File: src/rtl/alu_pkg.sv
// Shared types and constants for the ALU issue controller.
// Covers opcodes, alu_ctrl encodings, FSM states and the response counter width.
package alu_pkg;

  localparam int OP_COUNT_W = 16;

  typedef enum logic [2:0] {
    OP_AND  = 3'd0,
    OP_OR   = 3'd1,
    OP_ADD  = 3'd2,
    OP_SUB  = 3'd3,
    OP_NOR  = 3'd4,
    OP_NAND = 3'd5,
    OP_SLT  = 3'd6,
    OP_ILL  = 3'd7
  } alu_op_e;

  localparam logic [3:0] CTRL_AND  = 4'b0000;
  localparam logic [3:0] CTRL_OR   = 4'b0001;
  localparam logic [3:0] CTRL_ADD  = 4'b0010;
  localparam logic [3:0] CTRL_SUB  = 4'b0110;
  localparam logic [3:0] CTRL_NOR  = 4'b1100;
  localparam logic [3:0] CTRL_NAND = 4'b1101;
  localparam logic [3:0] CTRL_SLT  = 4'b0111;

  typedef enum logic [1:0] {
    IDLE  = 2'd0,
    ISSUE = 2'd1,
    RESP  = 2'd2
  } state_e;

endpackage

File: src/rtl/alu_op_decode.sv
// Combinational opcode to alu_ctrl translation.
// Opcode 7 has no ALU encoding and is reported through 'illegal'.
module alu_op_decode
  import alu_pkg::*;
(
  input  logic [2:0] op,
  output logic [3:0] ctrl,
  output logic       illegal
);

  always_comb begin
    ctrl    = CTRL_AND;
    illegal = 1'b0;
    case (op)
      OP_AND:  ctrl = CTRL_AND;
      OP_OR:   ctrl = CTRL_OR;
      OP_ADD:  ctrl = CTRL_ADD;
      OP_SUB:  ctrl = CTRL_SUB;
      OP_NOR:  ctrl = CTRL_NOR;
      OP_NAND: ctrl = CTRL_NAND;
      OP_SLT:  ctrl = CTRL_SLT;
      default: illegal = 1'b1;
    endcase
  end

endmodule

File: src/rtl/alu_issue_ctrl.sv
// Issue controller for an external 32-bit ALU: one request in flight, registered response.
// Optional compare-hint sideband enabled by defining ALU_ISSUE_CMP_EN.
module alu_issue_ctrl
  import alu_pkg::*;
(
  input  logic                  clk,
  input  logic                  rst_n,
  input  logic                  in_valid,
  output logic                  in_ready,
  input  logic [2:0]            in_op,
  input  logic [31:0]           in_a,
  input  logic [31:0]           in_b,
`ifdef ALU_ISSUE_CMP_EN
  input  logic [2:0]            in_cmp,
  output logic [2:0]            alu_bonus,
`endif
  output logic                  alu_rst_n,
  output logic [31:0]           alu_src1,
  output logic [31:0]           alu_src2,
  output logic [3:0]            alu_ctrl,
  input  logic [31:0]           alu_result,
  input  logic                  alu_zero,
  input  logic                  alu_cout,
  input  logic                  alu_overflow,
  output logic                  out_valid,
  input  logic                  out_ready,
  output logic [31:0]           out_result,
  output logic                  out_zero,
  output logic                  out_cout,
  output logic                  out_overflow,
  output logic                  out_err,
  output logic [OP_COUNT_W-1:0] op_count
);

  state_e     state;
  logic       ready_en;
  logic       is_arith;
  logic [3:0] dec_ctrl;
  logic       dec_illegal;
  logic       accept;
  logic       resp_hs;

  alu_op_decode u_dec (
    .op      (in_op),
    .ctrl    (dec_ctrl),
    .illegal (dec_illegal)
  );

  assign alu_rst_n = rst_n;

  // ready_en keeps in_ready low through reset until the first edge after release
  assign in_ready = ready_en && ((state == IDLE) || ((state == RESP) && out_ready));
  assign accept   = in_valid && in_ready;
  assign resp_hs  = out_valid && out_ready;

  always_ff @(posedge clk or negedge rst_n) begin
    if (!rst_n) begin
      state        <= IDLE;
      ready_en     <= 1'b0;
      is_arith     <= 1'b0;
      alu_src1     <= '0;
      alu_src2     <= '0;
      alu_ctrl     <= '0;
      out_valid    <= 1'b0;
      out_result   <= '0;
      out_zero     <= 1'b0;
      out_cout     <= 1'b0;
      out_overflow <= 1'b0;
      out_err      <= 1'b0;
      op_count     <= '0;
`ifdef ALU_ISSUE_CMP_EN
      alu_bonus    <= '0;
`endif
    end else begin
      ready_en <= 1'b1;
      if (resp_hs && (op_count != {OP_COUNT_W{1'b1}}))
        op_count <= op_count + 1'b1;

      case (state)
        IDLE, RESP: begin
          if ((state == RESP) && out_ready) begin
            out_valid <= 1'b0;
            state     <= IDLE;
          end
          if (accept) begin
            if (dec_illegal) begin
              // illegal opcodes bypass the ALU and respond on the next edge
              out_result   <= '0;
              out_zero     <= 1'b0;
              out_cout     <= 1'b0;
              out_overflow <= 1'b0;
              out_err      <= 1'b1;
              out_valid    <= 1'b1;
              state        <= RESP;
            end else begin
              alu_src1  <= in_a;
              alu_src2  <= in_b;
              alu_ctrl  <= dec_ctrl;
              is_arith  <= (in_op == OP_ADD) || (in_op == OP_SUB);
`ifdef ALU_ISSUE_CMP_EN
              alu_bonus <= (in_op == OP_SLT) ? in_cmp : 3'b000;
`endif
              out_valid <= 1'b0;
              state     <= ISSUE;
            end
          end
        end
        ISSUE: begin
          out_result   <= alu_result;
          out_zero     <= alu_zero;
          out_cout     <= alu_cout && is_arith;
          out_overflow <= alu_overflow;
          out_err      <= 1'b0;
          out_valid    <= 1'b1;
          state        <= RESP;
        end
        default: state <= IDLE;
      endcase
    end
  end

endmodule
File: config.mk
export PLATFORM = sky130hd
export DESIGN_NAME = alu_issue_ctrl
export DESIGN_NICKNAME = d
export VERILOG_FILES = /design/src/rtl/alu_pkg.sv /design/src/rtl/alu_op_decode.sv /design/src/rtl/alu_issue_ctrl.sv
export SDC_FILE = /design/constraint.sdc
export NUM_CORES = 1
export LEC_CHECK = 0
export BUFFER_PORTS_ARGS = -buffer_cell sky130_fd_sc_hd__buf_2
export CAP_MARGIN = 20
export CORE_MARGIN = 4
export CORE_UTILIZATION = 43
export CTS_CLUSTER_DIAMETER = 120
export DETAILED_ROUTE_END_ITERATION = 7
export GPL_TIMING_DRIVEN = 0
export PLACE_DENSITY = 0.78
export SYNTH_ARGS = -nofsm -noshare
export SYNTH_HDL_FRONTEND = slang
export SYNTH_SLANG_ARGS = --single-unit
File: constraint.sdc
create_clock -name clk -period 1.65 [get_ports clk]
set_input_delay 0.2475 -clock clk [delete_from_list [all_inputs] [get_ports clk]]
set_output_delay 0.2475 -clock clk [all_outputs]
set_load 0.01 [all_outputs]
======== Word-level counts from Yosys, hierarchy flattened ========
Cells that the tools add are included.
storage, ports and cells
  register bits after elaboration ......... 125
  input bits .............................. 106
  output and inout bits ................... 123
  logic and storage cells ................. 62
cells by class
  reductions and logical operators ........ 16
  add/sub/neg operators ................... 1
  equal/unequal tests ..................... 12
  multiplexer cells ....................... 20
operator list
  kind                   count
  $mux 32                2
  $pmux 32 s2            1
  $pmux 4 s6             1
  $add 16x1->16 const B  1
  $ne 16x16->1 const B   1
  $pmux 1 s2             5
  $eq 3x3->1 const B     3
  $mux 1                 7
  $reduce_or 7->1        1
  $eq 3x2->1 const B     2
  $logic_and 1x1->1      6
  $mux 2                 3
  $reduce_and 3->1       2
  $ne 2x2->1 const B     2
  $pmux 2 s2             1
  $eq 3x1->1 const B     1
  $logic_not 3->1        1
  $ne 3x3->1 const B     1
  $eq 2x1->1 const B     1
  $eq 2x2->1 const B     1
  $logic_not 2->1        1
  $logic_or 1x1->1       2
  $reduce_and 2->1       1
  $reduce_bool 2->1      1
  $reduce_or 2->1        1

======== Depth between registers and ports, before layout ========
Gate-level depths: netlist of run 1.
  depth after elaboration ................. 7
  mapped depth ............................ 6
  depth with buffers taken out ............ 5

======== By module ========
A second synthesis of run 1 with hierarchy kept.
second synthesis, totals
  cell total of the unflattened synthesis .. 320
  area total of the unflattened synthesis .. 4857.2 um^2
by module, submodules not included
  module          area each (um^2)  cells each  instances
  alu_issue_ctrl  4804.6            312         1
  alu_op_decode   52.6              8           1

======== Worst setup path after synthesis of run 1 ========
Ideal clock, no wire load.
  kind .................................... reg2reg
  start ................................... register op_count[0]
  end ..................................... register op_count[1]
  required time ........................... 1.525 ns
  path buffers ............................ 1
  slack ................................... 0.017 ns
  clock period less this slack ............ 1.633 ns
  cell stages (with the launch flop) ...... 7
  arrival ................................. 1.508 ns
  path through ............................ dfrtp_1 -> ha_1 -> nand4_4 -> nor2_4 -> buf_6 -> a21oi_2 -> mux2_4
between the ends
  longest elaborated chain between the ends .. 2
ends and longest elaborated chain
  element                                                RTL line              text
  from (decl)                                            alu_issue_ctrl.sv:32  output logic [OP_COUNT_W-1:0] op_count
  from (signal assigned)                                 alu_issue_ctrl.sv:77  op_count <= op_count + 1'b1;
  branches (longest 2 deep; another with $add 16x1->16)  n/a
Parallel ways; which one is timed is not known.
A chain may end at the register's enable or synchronous reset.

======== Worst setup path after layout of run 1 ========
  start ................................... register state[1]
  end ..................................... register alu_src2[31]
between the ends
  longest elaborated chain between the ends .. 6
ends and longest elaborated chain
  element                                RTL line                                    text
  from (decl)                            alu_issue_ctrl.sv:35                        state_e state;
  from (signal assigned)                 alu_issue_ctrl.sv:58                        state <= IDLE;
  from (signal assigned)                 alu_issue_ctrl.sv:83                        state <= IDLE;
  from (signal assigned)                 alu_issue_ctrl.sv:94                        state <= RESP;
  $eq 2x2->1                             alu_issue_ctrl.sv:52, alu_issue_ctrl.sv:79
  $logic_and 1x1->1                      alu_issue_ctrl.sv:52                        assign in_ready = ready_en && ((state == IDLE) || ((state == RESP) && out_ready));
  $logic_or 1x1->1                       alu_issue_ctrl.sv:52
  $logic_and 1x1->1                      alu_issue_ctrl.sv:52
  $logic_and 1x1->1                      alu_issue_ctrl.sv:53                        assign accept = in_valid && in_ready;
  $reduce_and 3->1 (no source line) (*)  n/a
  to (signal assigned)                   alu_issue_ctrl.sv:97                        alu_src2 <= in_b;
  to (decl)                              alu_issue_ctrl.sv:19                        output logic [31:0] alu_src2,
Every way passes the cells marked *; elsewhere a longest branch is shown, timed or not.

==> results of run 1 <==
cell families after synthesis:
| logic type | count (synthesis) |
|---|---|
| xor+xnor | 15 |
| simple gates | 36 |
| other cells | 1 |
| flops | 125 |
| compound gates | 59 |
| buf+inv | 25 |
| fa+ha+maj | 1 |
| mux | 66 |
timing repair:
item | CTS | global route
gates cloned | 0 | 0
hold endpoints to repair | 62 | 62
buffers inserted | 2 | 6
gates resized for setup | 2 | 7
endpoints found under the setup margin | 8 | 71
pin swaps | 0 | 2
routing by layer:
| layer | part of all wire [%] | routed length [um] | global-route usage (%) |
|---|---|---|---|
| met2 | 50 | 6430 | 30.4 |
| met3 | 8.4 | 1070 | 7.46 |
| met1 | 41 | 5180 | 24.0 |
| met5 | 0 | 0 | 0 |
| met4 | 0.75 | 96 | 5.94 |
critical path, stage by stage (launching register included):
cell      delay [ns]
dfrtp_1         0.41
nand2b_4        0.10
nand4b_4        0.14
nor2b_4         0.21
buf_12          0.17
buf_12          0.15
mux2_4          0.31
power by group:
group          internal (mW)  switching, mW
sequential              3.81          0.477
combinational           1.39           1.21
clock                   2.58           1.23
registers in the layout (all words and copies together), names as in the netlist, 2 cells and up:
name / cells
alu_src1: 32
state: 2
op_count: 16
out_result: 32
alu_ctrl: 4
alu_src2: 32
how the worst max path moves through the flow:
stage	startpoint	to	slack [ns]	cells after the start
after detailed placement	op_count[0]	op_count[1]	-0.06	6
final	state[1]	alu_src2[31]	0.03	6
after global placement	rst_n	alu_rst_n	-1.32	3
after CTS	state[1]	alu_src2[31]	0.001	6
after global routing	state[1]	alu_src2[31]	-0.05	6
after floorplan	op_count[0]	op_count[1]	0.02	6
final cells by class:
| class | instances | area (um^2) | share of cell area [%] |
|---|---|---|---|
| Buffer | 19 | 198 | 2.75 |
| Clock buffer | 22 | 464 | 6.46 |
| Clock inverter | 8 | 140 | 1.95 |
| Inverter | 6 | 22.5 | 0.313 |
| Multi-Input combinational cell | 178 | 1820 | 25.3 |
| Sequential cell | 125 | 3130 | 43.5 |
| Tap cell | 143 | 179 | 2.49 |
| Timing Repair Buffer | 237 | 1230 | 17.2 |
cells in the mapped netlist (all sizes together), types with 3 or more instances:
| master | count | share of area [%] |
|---|---|---|
| xor2 | 13 | 2.2 |
| nand4 | 4 | 1.2 |
| mux2 | 65 | 17 |
| a211oi | 8 | 1.6 |
| nand2 | 8 | 0.58 |
| a22o | 36 | 6.1 |
| buf | 17 | 3.4 |
| inv | 6 | 0.44 |
| o21ai | 4 | 0.39 |
| nand3 | 7 | 0.68 |
| nor4 | 3 | 0.37 |
| dfrtp | 125 | 61 |
metrics by stage:
stage	util, %	setup slack (ns)	hold WS (ns)	cell area [um^2]	setup TNS, ns
detailed placement	56.1	-0.0585	0.270	6490	-0.434
floorplan	-	0.0171	-0.0481	5140	0
global placement	55.8	-1.32	0.471	6460	-144.56
finish	62.1	0.0252	-0.171	7190	0
CTS	61.5	0.00105	-0.171	7120	0
global route	62.1	-0.0502	-0.150	7190	-1.14
==> summary.txt, run 1 <==
Mux cell area share after synthesis: 16.7%
Max_cap viols: 0
Clock Skews: 0.00538 ns
Drt first pass iters: 4
Io pins: 229
Synth Area in Adders: 0.243%
Detailed-route wire length per cell: 17.3 um
Main combinational cell family by area after synthesis: multiplexers
Post-synthesis simple-gate area fraction: 5.53%
TritonCTS sink count: 125
CTS buffer count: 17
DRT antenna net count: 0
Final Non-Filler Cells: 738
WHS: -0.171 ns
Min cycle time layout: 1.62 ns
Chip width: 117 um
Reg clk slew, reported paths: 0.05 ns
Initial antenna violation count: 0
Clk Latency, worst-skew pair: 0.40 ns
Vias in the first global route: 3912
Area grow syn2layout: 39.8%
Routed vias/inst: 5.08
Status: finished, violations left
Initial core utilization: 44.4%
Sequential-to-total area share from yosys stat: 60.9%
Post-DP HPWL: 9.35 mm
Post-synth EDFFs: 0
Cell Pwr Density: 1490 nW/um^2
Launch point of the worst reg-to-reg path: state[1]
Critical Path End Type: flip-flop
Total wire length: 12.8 mm
Die Area: 13800 um^2
Final period utilization: 98.5%
CP arrival: 1.91 ns
CTS tree: yes
Commonest non-fill, non-tap cell in the layout: buf_2
Port bufs: 228
Max VDD drop: 905 uV
Clock buffer depth: 2
Rows: 39
Largest net degree at the start of global routing: 65
Synth Flop Type: dfrtp_1
Compound-Gate Fraction of Synth Area: 10.0%
DRC: 0
Synthesized cell area: 5140 um^2
Pwr Total: 10.7 mW
R2r endpoint: alu_src2[31]
Leak pwr: 3.73 nW
Layout cells sized above 1: 61.0%
Number of nets in the layout: 691
Yosys warns: 0
Antenna diode count: 0
Worst Tran Pin Value: 0.580 ns
Placed cells: 700
FF-to-FF setup slack: 0.03 ns
Average cell area after synthesis: 15.7 um^2
Vias: 3751
R2R depth: 6
GP Congestion: 0.821
Final hold violation count: 62
Fillers: 906
Post-synth cell types: 48
Congestion Overflow GR: 0
Syn Nets: 435
Root Buffer: clkbuf_16
Final max-slew violation count: 0
Violated checks: hold timing
# setup viols final: 0
Worst-path fanout max: 10
RSZ-0062 raised after global routing: true
Slew headroom: 61.3%
Core Area: 11600 um^2
Die Ht: 117 um
Hold Crit Class: input pin to asynchronous set/reset pin
Post-synth ARST share: 100%
Crit path required time: 1.93 ns
Post-Synth XOR/XNOR Area: 2.56%
Crit path launch type: flip-flop
Post-synthesis cell count: 328
Total track usage: 19.0%
Worst Path Class, Setup: flip-flop to flip-flop
F_max: 615 MHz
Most frequent cells in the layout: buf_2, dfrtp_1, a22o_1, mux2_2, mux2_4
Htree depth: 4
Global-route wire length before repair: 20.9 mm
Yosys reg bits: 125
Initial DRC Count: 207
(Power assumes the default switching activity.)
==> run 2, diff against run 1 <==
RECOVER_POWER = 25   (was default)
==> run 2 against run 1 <==
Effect of this change: the run still ends with hold timing left; hold slack lost 0.010 ns; count of clock-buffer cells in the layout unchanged; core utilization is 0.17 points lower; combinational power about the same; clock skew is essentially flat; power barely moved; largest cell class unchanged; via count about the same.
==> summary.txt, run 2 (synthesis gave the netlist of run 1 again) <==
Initial core utilization: 44.4% (unchanged)
Die Ht: 117 um (unchanged)
Leak pwr: 3.72 nW (-0.22%)
WHS: -0.181 ns (-0.0101 ns)
Worst-path fanout max: 10 (unchanged)
FF-to-FF setup slack: 0.03 ns (about the same)
CP arrival: 1.91 ns (about the same)
Port bufs: 228 (unchanged)
Worst Path Class, Setup: flip-flop to flip-flop
Clock Skews: 0.00538 ns (+0.000000550 ns)
Biggest registers after layout: alu_src1 x32, alu_src2 x32, out_result x32
Global-route wire length before repair: 20.9 mm (unchanged)
Reg clk slew, reported paths: 0.05 ns (about the same)
Vias in the first global route: 3912 (unchanged)
Largest net degree at the start of global routing: 65 (unchanged)
Slew headroom: 43.3% (-18 points)
Max VDD drop: 905 uV (about the same)
Most frequent cells in the layout: buf_2, dfrtp_1, a22o_1, mux2_2, mux2_4
Root Buffer: clkbuf_16
R2r endpoint: alu_src2[31]
Routed vias/inst: 5.08 (about the same)
Final max-slew violation count: 0 (unchanged)
Chip width: 117 um (unchanged)
Max_cap viols: 0 (unchanged)
Status: finished, violations left
Pwr Total: 10.7 mW (about the same)
Placed cells: 700 (unchanged)
Clock buffer depth: 2 (unchanged)
Fin worst setup slack: 0.0252 ns (-0.000000400 ns)
Total track usage: 19.0% (unchanged)
Layout cells sized above 1: 61.0% (unchanged)
Detailed-route wire length per cell: 17.3 um (about the same)
Clk Latency, worst-skew pair: 0.40 ns (about the same)
Io pins: 229 (unchanged)
Initial antenna violation count: 0 (unchanged)
Drt first pass iters: 4 (unchanged)
Post-DP HPWL: 9.35 mm (unchanged)
F_max: 615 MHz (unchanged)
DP Area: 6490 um^2 (unchanged)
DRT antenna net count: 0 (unchanged)
TritonCTS sink count: 125 (unchanged)
Final hold violation count: 62 (unchanged)
Vias: 3752 (+0.027%)
Launch point of the worst reg-to-reg path: state[1]
DRC: 0 (unchanged)
Die Area: 13800 um^2 (unchanged)
Commonest non-fill, non-tap cell in the layout: buf_2
Rows: 39 (unchanged)
Min cycle time layout: 1.62 ns (+0.000000400 ns)
Hold Crit Class: input pin to asynchronous set/reset pin
Setup WS pre-CTS: -0.0585 ns (unchanged)
CTS buffer count: 17 (unchanged)
# setup viols final: 0 (unchanged)
Antenna diode count: 0 (unchanged)
Number of nets in the layout: 691 (unchanged)
Final Instance Area: 7170 um^2 (-0.28%)
Crit path required time: 1.93 ns (about the same)
R2R depth: 6 (unchanged)
Worst Tran Pin Value: 0.850 ns (+0.270 ns)
Total wire length: 12.8 mm (about the same)
Cell Pwr Density: 1490 nW/um^2 (+0.22%)
Crit path launch type: flip-flop
Final period utilization: 98.5% (about the same)
CTS tree: yes
Congestion Overflow GR: 0 (unchanged)
Final Non-Filler Cells: 738 (unchanged)
Violated checks: hold timing
Core Area: 11600 um^2 (unchanged)
Htree depth: 4 (unchanged)
Area grow syn2layout: 39.4%
GP Congestion: 0.821 (unchanged)
Initial DRC Count: 207 (unchanged)
RSZ-0062 raised after global routing: true
Critical Path End Type: flip-flop
-- run 2: metrics by stage --
step	util [%]	TNS [ns]
6_report	62.0	0
5_1_grt	62.0	-1.14
4_1_cts	61.5	0
3_5_place_dp	56.1	-0.434
3_3_place_gp	55.8	-144.56
2_1_floorplan	-	0
-- run 2: final cells by class --
class	count	area [um^2]
Timing Repair Buffer	237	1210
Inverter	6	22.5
Multi-Input combinational cell	178	1820
Buffer	19	198
Sequential cell	125	3130
Fill cell	908	4400
Clock inverter	8	140
Tap cell	143	179
Clock buffer	22	464
-- run 2: report_power, final --
group	switching, mW	internal, mW	leakage, nW
clock network	1.23	2.58	0.300
registers	0.477	3.81	1.52
logic	1.21	1.38	1.90
-- run 2: how the worst max path moves through the flow --
| stage | start | to | slack [ns] | cells past startpoint |
|---|---|---|---|---|
| after floorplan | op_count[0] | op_count[1] | 0.02 | 6 |
| after global placement | rst_n | alu_rst_n | -1.32 | 3 |
| after detailed placement | op_count[0] | op_count[1] | -0.06 | 6 |
| after CTS | state[1] | alu_src2[31] | 0.001 | 6 |
| after global routing | state[1] | alu_src2[31] | -0.05 | 6 |
| final | state[1] | alu_src2[31] | 0.03 | 6 |
-- run 2: per-layer routing --
| layer | vias up | part of all wire, % | wire, um | global-route usage [%] |
|---|---|---|---|---|
| li1 | 1711 | - | - | - |
| met1 | 1862 | 40 | 5170 | 24.0 |
| met2 | 173 | 50 | 6430 | 30.4 |
| met3 | 6 | 8.4 | 1070 | 7.46 |
| met4 | 0 | 0.75 | 96 | 5.94 |
| met5 | - | 0 | 0 | 0 |
-- run 2: worst max-delay path, cell delays in order (launching register included) --
cell and delay [ns]:
dfrtp_1 0.41, nand2b_4 0.10, nand4b_4 0.14, nor2b_4 0.21, buf_12 0.17, buf_12 0.15, mux2_4 0.31
-- run 2: what timing repair did --
action / in CTS / in global routing
buffers inserted: 2 / 6
gates resized for setup: 2 / 7
endpoints found under the setup margin: 8 / 71
endpoints found under the hold margin: 62 / 62
pin swaps: 0 / 2
==> run 3, diff against run 2 <==
==> constraint.sdc (replaced) <==
create_clock -name clk -period 1.65 [get_ports clk]
set_input_delay 0.495 -clock clk [delete_from_list [all_inputs] [get_ports clk]]
set_output_delay 0.495 -clock clk [all_outputs]
set_load 0.01 [all_outputs]
==> run 3 against run 2 <==
Effect of this change: the flow finishes with violations (hold timing, setup timing); core utilization up 1.7 points; register-to-register slack worse by 0.04 ns; wire length up 3.4%; sequential power about the same; power up 0.83%; sequential cell count unchanged.
==> summary.txt, run 3 (synthesis gave the netlist of run 1 again) <==
Top Layer Used: met4
Routed vias/inst: 5.08 (about the same)
F_max: 583 MHz (-5.3%)
Worst Setup EP: in_ready
TritonCTS sink count: 125 (unchanged)
Antenna diode count: 0 (unchanged)
Worst-path fanout max: 3 (-7)
Chip width: 117 um (unchanged)
Root Buffer: clkbuf_16
Detailed-route wire length per cell: 17.7 um (+2.2%)
Largest net degree at the start of global routing: 65 (unchanged)
Final Instance Area: 7360 um^2 (+2.7%)
DP Area: 6490 um^2 (unchanged)
Biggest registers after layout: alu_src1 x32, alu_src2 x32, out_result x32
# setup viols final: 5 (+5)
Final max-slew violation count: 0 (unchanged)
DRC: 0 (unchanged)
Slew headroom: 43.2% (-0.12 points)
Footprint of the multi-input gates: 1820 um^2 (about the same)
Final period utilization: 104% (+5.5 points)
Post-DP HPWL: 9.35 mm (unchanged)
Congestion Overflow GR: 0 (unchanged)
Initial antenna violation count: 0 (unchanged)
RSZ-0062 raised after global routing: true
Rows: 39 (unchanged)
Fillers: 888 (-2.2%)
Crit path required time: 1.15 ns (-0.78 ns)
Min cycle time layout: 1.72 ns (+0.0903 ns)
Io pins: 229 (unchanged)
Most frequent cells in the layout: buf_2, dfrtp_1, a22o_1, mux2_2, mux2_4
CP arrival: 1.22 ns (-0.69 ns)
Metal-1 WL: 5.39 mm (+4.2%)
Critical Path End Type: primary output
Core Area: 11600 um^2 (unchanged)
Global-route wire length before repair: 20.9 mm (+0.17%)
CTS tree: yes
Clock buffer depth: 2 (unchanged)
Port bufs: 228 (unchanged)
Total track usage: 19.0% (about the same)
Initial core utilization: 44.4% (unchanged)
Clk Latency, worst-skew pair: 0.40 ns (about the same)
Max VDD drop: 903 uV (-0.22%)
Final hold violation count: 62 (unchanged)
Worst Path Class, Setup: flip-flop to primary output
Max_cap viols: 0 (unchanged)
Crit path launch type: flip-flop
GP Congestion: 0.821 (unchanged)
Die Area: 13800 um^2 (unchanged)
Reg clk slew, reported paths: 0.05 ns (about the same)
WHS: -0.0501 ns (+0.131 ns)
Placed cells: 700 (unchanged)
Die Ht: 117 um (unchanged)
Hold Crit Class: input pin to asynchronous set/reset pin
Metal3 WL: 1.05 mm (-1.7%)
Htree depth: 4 (unchanged)
Clock Skews: 0.00485 ns (-0.000530 ns)
Worst Tran Pin Value: 0.852 ns (+0.00187 ns)
Status: finished, violations left
CTS buffer count: 17 (unchanged)
CP Launch Point: state[1]
Final Non-Filler Cells: 747 (+1.2%)
Vias: 3794 (+1.1%)
Total wire length: 13.2 mm (+3.4%)
Launch point of the worst reg-to-reg path: state[1]
Cell Pwr Density: 1460 nW/um^2 (-1.8%)
Violated checks: hold timing, setup timing
DRT antenna net count: 0 (unchanged)
Commonest non-fill, non-tap cell in the layout: buf_2
Initial DRC Count: 171 (-17%)
Number of nets in the layout: 700 (+1.3%)
Drt first pass iters: 4 (unchanged)
Fin worst setup slack: -0.0651 ns (-0.0903 ns)
R2r endpoint: alu_src1[15]
Register Area: 3130 um^2 (unchanged)
Layout cells sized above 1: 61.6% (+0.58 points)
Leak pwr: 3.81 nW (+2.4%)
FF-to-FF setup slack: -0.01 ns (-0.04 ns)
R2R depth: 6 (unchanged)
Vias in the first global route: 3923 (+0.28%)
Area grow syn2layout: 43.2%
Met2 WL post-DR: 6.66 mm (+3.5%)
[run 3: cell types whose count changed in the layout (fill, tap and decap cells not counted)]
cell / change
clkbuf_16: +4
buf_12: +2
buf_16: +1
buf_4: +1
buf_6: +1
clkbuf_4: -1
clkdlybuf4s15_2: +1
nor2b_1: -1
nor2b_4: +1
nor4_1: +1
nor4_2: -1
[run 3: through the flow]
stage	setup TNS [ns]	power [mW]	utilization [%]	setup WS, ns
6_report	-0.0827	10.8	63.6	-0.0651
2_1_floorplan	0	5.66	-	0.0115
3_3_place_gp	-191.49	6.78	55.8	-1.81
3_5_place_dp	-16.88	6.88	56.1	-0.273
5_1_grt	-1.85	11.3	63.6	-0.115
4_1_cts	-0.0907	10.8	61.8	-0.0907
[run 3: repair_timing]
item,in CTS,in global routing
endpoints found under the setup margin,11,73
hold endpoints to repair,62,62
buffers inserted,3,9
pin swaps,1,3
cloned,0,5
resized for setup,8,6
[run 3: how the worst min path moves through the flow]
stage / end / depth (start not counted) / slack, ns
3_3_place_gp: out_cout / 1 / 0.47
5_1_grt: alu_src1[29] / 1 / -0.04
2_1_floorplan: alu_ctrl[0] / 0 / 0.20
3_5_place_dp: alu_ctrl[1] / 1 / 0.48
4_1_cts: alu_src2[1] / 1 / -0.03
6_report: alu_src1[30] / 1 / -0.05
[run 3: per-layer routing]
layer	vias to the layer above	GRT usage, %
li1	1735	-
met1	1891	24.0
met2	160	30.3
met3	8	7.46
met4	0	5.94
met5	-	0
[run 3: where the power goes]
group | internal (mW) | switching [mW]
Combinational | 1.43 | 1.23
Sequential | 3.81 | 0.479
Clock | 2.58 | 1.24
Total | 7.83 | 2.95
[run 3: final cells by class]
class | count | area share, %
clock inverter | 8 | 1.90
multi-input combinational | 178 | 24.7
inverter | 6 | 0.306
buffer | 19 | 2.79
timing repair buffer | 246 | 19.0
sequential | 125 | 42.5
tap | 143 | 2.43
clock buffer | 22 | 6.31
[run 3: worst max-delay path, stage by stage, from the launching register on]
cell,delay [ns]
dfrtp_1,0.40
nand2b_4,0.09
and3b_1,0.18
buf_2,0.14
